<file path="src/rtl/dmem_arb_pkg.sv">
// rtl/dmem_arb_pkg.sv - shared constants and helpers for the DMEM arbiter
//
// Holds the FSM state encodings, requester ids, the wait counter width and
// a saturating increment helper used by the starvation counter.
package dmem_arb_pkg;

    // Starvation counter width; MAX_WAIT must fit (legal range 1..255).
    localparam int WAIT_CNT_W = 8;

    // Arbiter states.
    localparam logic [0:0] ST_NORMAL = 1'b0;
    localparam logic [0:0] ST_LOCK   = 1'b1;

    // Requester ids, used to steer the memory bus mux.
    localparam logic [0:0] REQ_CPU = 1'b0;
    localparam logic [0:0] REQ_DBG = 1'b1;

    typedef logic [WAIT_CNT_W-1:0] wait_cnt_t;

    // Increment that never passes lim.
    function automatic wait_cnt_t wait_inc(input wait_cnt_t cnt, input wait_cnt_t lim);
        return (cnt >= lim) ? lim : cnt + 1'b1;
    endfunction

endpackage

</file>
<file path="src/rtl/dmem_arbiter_if.sv">
// rtl/dmem_arbiter_if.sv - CPU/debugger request buses and DMEM macro bus
//
// Signals carry the arbiter-centric names: i_* are driven into the arbiter,
// o_* are driven by it.
//   slave  : arbiter side (inputs i_*, outputs o_*)
//   master : requesters + memory macro side
// Groups:
//   cpu : i_cpu_req/we/addr/wdata, o_cpu_gnt/rvalid/rdata
//   dbg : i_dbg_req/we/addr/wdata/lock, o_dbg_gnt/rvalid/rdata, o_locked
//   mem : o_mem_en/we/addr/wdata, i_mem_rdata
interface dmem_arbiter_if #(
    parameter int ADDR_W = 10,
    parameter int DATA_W = 32
);
    logic              i_cpu_req;
    logic              i_cpu_we;
    logic [ADDR_W-1:0] i_cpu_addr;
    logic [DATA_W-1:0] i_cpu_wdata;
    logic              o_cpu_gnt;
    logic              o_cpu_rvalid;
    logic [DATA_W-1:0] o_cpu_rdata;

    logic              i_dbg_req;
    logic              i_dbg_we;
    logic [ADDR_W-1:0] i_dbg_addr;
    logic [DATA_W-1:0] i_dbg_wdata;
    logic              i_dbg_lock;
    logic              o_dbg_gnt;
    logic              o_dbg_rvalid;
    logic [DATA_W-1:0] o_dbg_rdata;
    logic              o_locked;

    logic              o_mem_en;
    logic              o_mem_we;
    logic [ADDR_W-1:0] o_mem_addr;
    logic [DATA_W-1:0] o_mem_wdata;
    logic [DATA_W-1:0] i_mem_rdata;

    modport slave (
        input  i_cpu_req, i_cpu_we, i_cpu_addr, i_cpu_wdata,
        output o_cpu_gnt, o_cpu_rvalid, o_cpu_rdata,
        input  i_dbg_req, i_dbg_we, i_dbg_addr, i_dbg_wdata, i_dbg_lock,
        output o_dbg_gnt, o_dbg_rvalid, o_dbg_rdata, o_locked,
        output o_mem_en, o_mem_we, o_mem_addr, o_mem_wdata,
        input  i_mem_rdata
    );

    modport master (
        output i_cpu_req, i_cpu_we, i_cpu_addr, i_cpu_wdata,
        input  o_cpu_gnt, o_cpu_rvalid, o_cpu_rdata,
        output i_dbg_req, i_dbg_we, i_dbg_addr, i_dbg_wdata, i_dbg_lock,
        input  o_dbg_gnt, o_dbg_rvalid, o_dbg_rdata, o_locked,
        input  o_mem_en, o_mem_we, o_mem_addr, o_mem_wdata,
        output i_mem_rdata
    );

endinterface

</file>
<file path="src/rtl/dmem_arb_sat_cnt.sv">
// rtl/dmem_arb_sat_cnt.sv - saturating up-counter with synchronous clear
//
// Ports:
//   clk_i   : clock
//   rst_n_i : asynchronous active-low reset
//   clr_i   : synchronous clear, wins over inc_i
//   inc_i   : count enable
//   cnt_o   : current count, sticks at all-ones
module dmem_arb_sat_cnt #(
    parameter int W = 16
) (
    input  logic         clk_i,
    input  logic         rst_n_i,
    input  logic         clr_i,
    input  logic         inc_i,
    output logic [W-1:0] cnt_o
);

    logic [W-1:0] cnt_q;
    logic [W-1:0] cnt_d;

    always_comb begin
        cnt_d = cnt_q;
        if (clr_i) begin
            cnt_d = '0;
        end else if (inc_i && (cnt_q != {W{1'b1}})) begin
            cnt_d = cnt_q + 1'b1;
        end
    end

    always_ff @(posedge clk_i or negedge rst_n_i) begin
        if (!rst_n_i) begin
            cnt_q <= '0;
        end else begin
            cnt_q <= cnt_d;
        end
    end

    assign cnt_o = cnt_q;

endmodule

</file>
<file path="src/rtl/dmem_arbiter.sv">
// rtl/dmem_arbiter.sv - CPU/debugger arbiter for the single-port DMEM macro
//
// Fixed CPU priority with a starvation limit (MAX_WAIT consecutive lost
// contests force a debugger grant) and a lock mode that gives the debugger
// exclusive access. Grants and the memory strobe are combinational from the
// requests; read data returns with a registered rvalid one cycle after grant.
//
// Ports:
//   i_clk, i_rst_n : clock, asynchronous active-low reset
//   bus            : dmem_arbiter_if.slave (cpu, dbg and mem groups)
//   i_stats_clr, o_cpu_stall_cnt, o_dbg_stall_cnt :
//                    stall statistics, present only with DMEM_ARB_STATS_EN
//
// Build option: DMEM_ARB_STATS_EN adds the per-requester stall counters.
module dmem_arbiter
    import dmem_arb_pkg::*;
#(
    parameter int ADDR_W   = 10,
    parameter int DATA_W   = 32,
    parameter int MAX_WAIT = 8
) (
    input  logic            i_clk,
    input  logic            i_rst_n,
    dmem_arbiter_if.slave   bus
`ifdef DMEM_ARB_STATS_EN
    ,
    input  logic            i_stats_clr,
    output logic [15:0]     o_cpu_stall_cnt,
    output logic [15:0]     o_dbg_stall_cnt
`endif
);

    localparam wait_cnt_t WAIT_LIM = WAIT_CNT_W'(MAX_WAIT);

    logic [0:0]        state_q, state_d;
    wait_cnt_t         wait_cnt_q, wait_cnt_d;
    logic              cpu_rvalid_q, cpu_rvalid_d;
    logic              dbg_rvalid_q, dbg_rvalid_d;

    logic              cpu_gnt;
    logic              dbg_gnt;
    logic [0:0]        gnt_id;
    logic              mem_en;
    logic              mem_we;
    logic [ADDR_W-1:0] mem_addr;
    logic [DATA_W-1:0] mem_wdata;

    // Grant decision. Gating with i_rst_n keeps every grant and memory
    // strobe low for the whole reset window, not just after the first edge.
    always_comb begin
        cpu_gnt = 1'b0;
        dbg_gnt = 1'b0;
        if (i_rst_n) begin
            if (state_q == ST_LOCK) begin
                dbg_gnt = bus.i_dbg_req;
            end else if (bus.i_cpu_req && bus.i_dbg_req) begin
                if (wait_cnt_q == WAIT_LIM) begin
                    dbg_gnt = 1'b1;
                end else begin
                    cpu_gnt = 1'b1;
                end
            end else begin
                cpu_gnt = bus.i_cpu_req;
                dbg_gnt = bus.i_dbg_req;
            end
        end
    end

    // Memory bus mux: the winner drives the macro, everything is 0 when idle.
    always_comb begin
        gnt_id    = dbg_gnt ? REQ_DBG : REQ_CPU;
        mem_en    = cpu_gnt | dbg_gnt;
        mem_we    = 1'b0;
        mem_addr  = '0;
        mem_wdata = '0;
        if (mem_en) begin
            if (gnt_id == REQ_DBG) begin
                mem_we    = bus.i_dbg_we;
                mem_addr  = bus.i_dbg_addr;
                mem_wdata = bus.i_dbg_wdata;
            end else begin
                mem_we    = bus.i_cpu_we;
                mem_addr  = bus.i_cpu_addr;
                mem_wdata = bus.i_cpu_wdata;
            end
        end
    end

    // Lock follows i_dbg_lock on every edge. A CPU grant issued in the cycle
    // lock rises was made under NORMAL rules, so it completes normally.
    always_comb begin
        state_d = bus.i_dbg_lock ? ST_LOCK : ST_NORMAL;
    end

    // Starvation counter counts consecutive debugger losses. It is cleared
    // on the way into LOCK so the debugger starts fresh after unlock.
    always_comb begin
        wait_cnt_d = '0;
        if ((state_q == ST_NORMAL) && (state_d == ST_NORMAL) &&
            bus.i_cpu_req && bus.i_dbg_req && cpu_gnt) begin
            wait_cnt_d = wait_inc(wait_cnt_q, WAIT_LIM);
        end
    end

    always_comb begin
        cpu_rvalid_d = cpu_gnt & ~bus.i_cpu_we;
        dbg_rvalid_d = dbg_gnt & ~bus.i_dbg_we;
    end

    always_ff @(posedge i_clk or negedge i_rst_n) begin
        if (!i_rst_n) begin
            state_q      <= ST_NORMAL;
            wait_cnt_q   <= '0;
            cpu_rvalid_q <= 1'b0;
            dbg_rvalid_q <= 1'b0;
        end else begin
            state_q      <= state_d;
            wait_cnt_q   <= wait_cnt_d;
            cpu_rvalid_q <= cpu_rvalid_d;
            dbg_rvalid_q <= dbg_rvalid_d;
        end
    end

    assign bus.o_cpu_gnt    = cpu_gnt;
    assign bus.o_dbg_gnt    = dbg_gnt;
    assign bus.o_locked     = (state_q == ST_LOCK);
    assign bus.o_mem_en     = mem_en;
    assign bus.o_mem_we     = mem_we;
    assign bus.o_mem_addr   = mem_addr;
    assign bus.o_mem_wdata  = mem_wdata;
    assign bus.o_cpu_rvalid = cpu_rvalid_q;
    assign bus.o_dbg_rvalid = dbg_rvalid_q;
    // Read data is only exposed to the requester that owns the return slot.
    assign bus.o_cpu_rdata  = cpu_rvalid_q ? bus.i_mem_rdata : '0;
    assign bus.o_dbg_rdata  = dbg_rvalid_q ? bus.i_mem_rdata : '0;

`ifdef DMEM_ARB_STATS_EN
    dmem_arb_sat_cnt #(.W(16)) u_cpu_stall (
        .clk_i   (i_clk),
        .rst_n_i (i_rst_n),
        .clr_i   (i_stats_clr),
        .inc_i   (bus.i_cpu_req & ~cpu_gnt),
        .cnt_o   (o_cpu_stall_cnt)
    );

    dmem_arb_sat_cnt #(.W(16)) u_dbg_stall (
        .clk_i   (i_clk),
        .rst_n_i (i_rst_n),
        .clr_i   (i_stats_clr),
        .inc_i   (bus.i_dbg_req & ~dbg_gnt),
        .cnt_o   (o_dbg_stall_cnt)
    );
`endif

endmodule
</file>
<file path="src/flat_wrapper.sv">
// flat-port wrapper written by rule: the top's interface ports become plain ports
module dmem_arbiter_flat import dmem_arb_pkg::*;
#(
    parameter int ADDR_W   = 10,
    parameter int DATA_W   = 32,
    parameter int MAX_WAIT = 8
)
  (i_clk, i_rst_n, bus_i_cpu_req, bus_i_cpu_we, bus_i_cpu_addr, bus_i_cpu_wdata, bus_o_cpu_gnt, bus_o_cpu_rvalid, bus_o_cpu_rdata, bus_i_dbg_req, bus_i_dbg_we, bus_i_dbg_addr, bus_i_dbg_wdata, bus_i_dbg_lock, bus_o_dbg_gnt, bus_o_dbg_rvalid, bus_o_dbg_rdata, bus_o_locked, bus_o_mem_en, bus_o_mem_we, bus_o_mem_addr, bus_o_mem_wdata, bus_i_mem_rdata);
  dmem_arbiter_if #(.ADDR_W(ADDR_W), .DATA_W(DATA_W)) bus_i ();
  input  logic i_clk;
  input  logic i_rst_n;
  input wire logic [$bits(bus_i.i_cpu_req)-1:0] bus_i_cpu_req;
  input wire logic [$bits(bus_i.i_cpu_we)-1:0] bus_i_cpu_we;
  input wire logic [$bits(bus_i.i_cpu_addr)-1:0] bus_i_cpu_addr;
  input wire logic [$bits(bus_i.i_cpu_wdata)-1:0] bus_i_cpu_wdata;
  output wire logic [$bits(bus_i.o_cpu_gnt)-1:0] bus_o_cpu_gnt;
  output wire logic [$bits(bus_i.o_cpu_rvalid)-1:0] bus_o_cpu_rvalid;
  output wire logic [$bits(bus_i.o_cpu_rdata)-1:0] bus_o_cpu_rdata;
  input wire logic [$bits(bus_i.i_dbg_req)-1:0] bus_i_dbg_req;
  input wire logic [$bits(bus_i.i_dbg_we)-1:0] bus_i_dbg_we;
  input wire logic [$bits(bus_i.i_dbg_addr)-1:0] bus_i_dbg_addr;
  input wire logic [$bits(bus_i.i_dbg_wdata)-1:0] bus_i_dbg_wdata;
  input wire logic [$bits(bus_i.i_dbg_lock)-1:0] bus_i_dbg_lock;
  output wire logic [$bits(bus_i.o_dbg_gnt)-1:0] bus_o_dbg_gnt;
  output wire logic [$bits(bus_i.o_dbg_rvalid)-1:0] bus_o_dbg_rvalid;
  output wire logic [$bits(bus_i.o_dbg_rdata)-1:0] bus_o_dbg_rdata;
  output wire logic [$bits(bus_i.o_locked)-1:0] bus_o_locked;
  output wire logic [$bits(bus_i.o_mem_en)-1:0] bus_o_mem_en;
  output wire logic [$bits(bus_i.o_mem_we)-1:0] bus_o_mem_we;
  output wire logic [$bits(bus_i.o_mem_addr)-1:0] bus_o_mem_addr;
  output wire logic [$bits(bus_i.o_mem_wdata)-1:0] bus_o_mem_wdata;
  input wire logic [$bits(bus_i.i_mem_rdata)-1:0] bus_i_mem_rdata;
  assign bus_i.i_cpu_req = bus_i_cpu_req;
  assign bus_i.i_cpu_we = bus_i_cpu_we;
  assign bus_i.i_cpu_addr = bus_i_cpu_addr;
  assign bus_i.i_cpu_wdata = bus_i_cpu_wdata;
  assign bus_o_cpu_gnt = bus_i.o_cpu_gnt;
  assign bus_o_cpu_rvalid = bus_i.o_cpu_rvalid;
  assign bus_o_cpu_rdata = bus_i.o_cpu_rdata;
  assign bus_i.i_dbg_req = bus_i_dbg_req;
  assign bus_i.i_dbg_we = bus_i_dbg_we;
  assign bus_i.i_dbg_addr = bus_i_dbg_addr;
  assign bus_i.i_dbg_wdata = bus_i_dbg_wdata;
  assign bus_i.i_dbg_lock = bus_i_dbg_lock;
  assign bus_o_dbg_gnt = bus_i.o_dbg_gnt;
  assign bus_o_dbg_rvalid = bus_i.o_dbg_rvalid;
  assign bus_o_dbg_rdata = bus_i.o_dbg_rdata;
  assign bus_o_locked = bus_i.o_locked;
  assign bus_o_mem_en = bus_i.o_mem_en;
  assign bus_o_mem_we = bus_i.o_mem_we;
  assign bus_o_mem_addr = bus_i.o_mem_addr;
  assign bus_o_mem_wdata = bus_i.o_mem_wdata;
  assign bus_i.i_mem_rdata = bus_i_mem_rdata;
  dmem_arbiter #(.ADDR_W(ADDR_W), .DATA_W(DATA_W), .MAX_WAIT(MAX_WAIT)) u_core (.i_clk(i_clk), .i_rst_n(i_rst_n), .bus(bus_i));
endmodule
</file>
<file path="config.mk">
export PLATFORM = sky130hd
export DESIGN_NAME = dmem_arbiter_flat
export DESIGN_NICKNAME = d
export VERILOG_FILES = /design/src/rtl/dmem_arb_pkg.sv /design/src/rtl/dmem_arbiter_if.sv /design/src/rtl/dmem_arb_sat_cnt.sv /design/src/rtl/dmem_arbiter.sv /design/src/flat_wrapper.sv
export SDC_FILE = /design/constraint.sdc
export NUM_CORES = 1
export LEC_CHECK = 0
export BUFFER_PORTS_ARGS = -buffer_cell sky130_fd_sc_hd__clkbuf_2
export CAP_MARGIN = 20
export CORE_AREA = 2 2 91 93
export DETAILED_ROUTE_END_ITERATION = 16
export DIE_AREA = 0 0 93 95
export PLACE_DENSITY_LB_ADDON = 0.08
export SYNTH_ARGS = -nofsm -noshare
export SYNTH_HDL_FRONTEND = slang
export SYNTH_HIERARCHICAL = 1
export SYNTH_SLANG_ARGS = --single-unit
</file>
<file path="constraint.sdc">
create_clock -name i_clk -period 1.95 [get_ports i_clk]
set_input_delay 0.2925 -clock i_clk [delete_from_list [all_inputs] [get_ports i_clk]]
set_output_delay 0.2925 -clock i_clk [all_outputs]
set_load 0.01 [all_outputs]
</file>
==> flow_metrics.tcl <==
set metrics [dict create \
    initial_core_util_pct 17.87 \
    placeableCoreArea_um2 7928 \
    ys_warn_count 6 \
    fin_tns_setup_ns -17.72 \
    yosysMostFrequentCell "and2_1" \
    reg2reg_from "u_core/wait_cnt_q[5]$_DFF_PN0_" \
    max_freq_mhz 421.7 \
    synth_top_area_share_pct 30.39 \
    cts_inserted_buffers 3 \
    crit_chain "or4_4, o311a_4, buf_12, a32o_1, buf_2" \
    cp_slowest_cell "or4_4" \
    critPathCapture "bus_o_mem_wdata[29]" \
    cellPowerDensity_nw_per_um2 314.2 \
    dieArea_um2 8835 \
    portBuffers 235 \
    viasPerCell 4.405 \
    seqPwrFrac_pct 26.7 \
    holdWs_ns -0.002584 \
    status "complete, but fails checks" \
    grt_util_met3_pct 2.953 \
    rr_worst_depth 4 \
    cap_violations 0 \
    power_leakage_nw 1.716 \
    yosysSeqAreaShare_pct 19.43 \
    synth-edff-count 0 \
    antenna_found_initial 0 \
    dp_hpwl_um 5686 \
    p_int_uw 602.5 \
    drt_first_pass_iters 4 \
    die_x_um 93 \
    register_area_um2 275.3 \
    clkTransAtPathRegs_ns 0.05 \
    power.switching_uw 287.1 \
    p_comb_share_pct 46.9 \
    grt_max_degree 34 \
    crit_type "reg2out" \
    synth_top_area_cell "a32o_1" \
    grt_overflow_total 0 \
    htree_levels 1 \
    use_met1_pct 13.28 \
    ir_drop_uv 181.5 \
    clk_latency_ns 0.24 \
    p_sw_share_pct 32.27 \
    synth_area_leaders "a32o_1 30%, and2_1 29%, dfrtp_1 19%" \
    clkSinkCount 11 \
    drive_above_1_share_pct 66.67 \
    setup_ws_ns -0.4214 \
    rows 33 \
    rsz0062_at_grt "yes" \
    grt_pass1_vias 2005 \
    fillers 861 \
    drv_slew 0 \
    async_flop_share_pct 100.0 \
    yosys-top-cells-count "66 x and2_1, 43 x a32o_1, 11 x dfrtp_1" \
    synth_cells 165 \
    final.setup_skew_ns 0.001575 \
    grt_usage_pct 13.30 \
    syn_area_um2 1416 \
    hold_class "in2async" \
    slowest_delay_ns 0.58 \
    io_pins 236 \
    finalNetCount 525 \
    fin_crit_ns 2.371 \
    drt_iter0_markers 63 \
    fin_crit_sh_pct 121.6 \
    diodes 0 \
    synthToLayoutAreaGrowth_pct 99.91 \
    clockPowerShare_pct 26.3 \
    regToRegSetupSlack_ns 0.22 \
    cp-startpoint "u_core/wait_cnt_q[5]$_DFF_PN0_" \
    top_usage_layer "met2" \
    ys_ff_latch 11 \
    hold_viol 5 \
    post_drt_wl_per_cell_um 13.42 \
    start_kind "flop" \
    gp_congestion 0.7453 \
    vias 2220 \
    endpoint_kind "output pin" \
    synth_cell_types 23 \
    multi_input_area_um2 1049 \
    synth.avg_cell_area_um2 8.584 \
    drc 0 \
    total_power_uw 889.6 \
    gr-usage-met2_pct 27.66 \
    cts_tree "yes" \
    die_y_um 95 \
    cts_buffer_depth 2 \
    timing.rr.end "u_core/wait_cnt_q[3]$_DFF_PN0_" \
    routed_wl_um 6765 \
    required_ns 1.66 \
    fin_util_pct 35.72 \
    pre_cts_slack_ns -0.1816 \
    arrival_ns 2.08 \
    finalSetupViolCount 45 \
    grt_pass1_wl_um 9556 \
    root_buffer "clkbuf_8" \
    drtAntennaViolNets 0 \
    critPathMaxFanout 22 \
    synthFlopType "dfrtp_1" \
    violations "negative hold slack, negative setup slack" \
]
==> critical path, delay by kind of cell, from the launching register on <==
kind                   cells  cell delay, ns
AND/OR/NAND/NOR            1            0.58
AO/OA/AOI/OAI              2            0.58
buffers and inverters      2            0.30
flip-flops                 1            0.36
==> state kept, by name, summed over array words and instances, names as in the netlist <==
signal and cells:
u_core/bus.o_cpu_rvalid 1, u_core/bus.o_dbg_rvalid 1, u_core/bus.o_locked 1, u_core/wait_cnt_q 8
==> cell type report <==
cell class	instances	share of cell area [%]
timing repair buffer	247	46.49
tap	105	4.640
multi-input combinational	133	37.03
inverter	4	0.5303
clock buffer	4	1.591
sequential	11	9.722
==> cells by family after synthesis <==
logic type                 Yosys count  synth area share (%)
and+or+nand+nor                     80                 35.34
buffers and inverters               24                 9.363
xor gates and xnor gates             1                0.6185
DFF                                 11                 19.43
adders and majority gates            2                 1.767
AOI/OAI and AO/OA                   46                 33.22
other                                1                0.2648
==> placed cells by master (no fill, tap or decap), drive strengths merged <==
cell and instances:
dfrtp 11, nand4bb 1, o311a 1, nor2 5, a311oi 1, and3b 1
ha 2, xnor2 1, and2 66, nor3b 1, a32o 43, or4 2
dlygate4sd3 1, clkbuf 220, conb 4, o31ai 1, nand2b 1, nand2 1
inv 4, nor2b 2, buf 30
==> metal layers <==
| layer | up-vias | share of wire, % |
|---|---|---|
| met3 | 4 | 11 |
| met2 | 151 | 55 |
| met5 | - | 0 |
| li1 | 1083 | - |
| met4 | 0 | 0.62 |
| met1 | 982 | 33 |
==> what timing repair did <==
action | CTS | global route
gates resized for setup | 4 | 24
setup buffers | 0 | 0
pin swaps | 0 | 1
hold endpoints to repair | 6 | 0
setup endpoints to repair | 45 | 45
hold buffers | 1 | 0
==> power groups by stage <==
stage               Clock [mW]  Combinational (mW)  Sequential (mW)
detailed placement           0               0.410            0.242
floorplan                    0               0.179            0.243
global route             0.252               0.458            0.238
global placement             0               0.413            0.242
finish                   0.234               0.418            0.238
CTS                      0.240               0.418            0.238
==> metrics by stage <==
stage	std cells	instance area [um^2]
after floorplan	168	1448
after global placement	499	2730
after detailed placement	499	2730
after CTS	504	2808
after global routing	504	2831
final	504	2831
==> how the worst min path moves through the flow <==
stage | depth (start not counted) | start | endpoint | slack (ns)
floorplan | 0 | i_rst_n | u_core/bus.o_cpu_rvalid$_DFF_PN0_ | -0.003
global placement | 1 | i_rst_n | u_core/wait_cnt_q[6]$_DFF_PN0_ | 0.15
detailed placement | 1 | i_rst_n | u_core/wait_cnt_q[6]$_DFF_PN0_ | 0.15
CTS | 2 | i_rst_n | u_core/bus.o_dbg_rvalid$_DFF_PN0_ | 0.001
global route | 2 | i_rst_n | u_core/bus.o_dbg_rvalid$_DFF_PN0_ | 0.007
finish | 2 | i_rst_n | u_core/bus.o_locked$_DFF_PN0_ | -0.003
(Power assumes the default switching activity.)
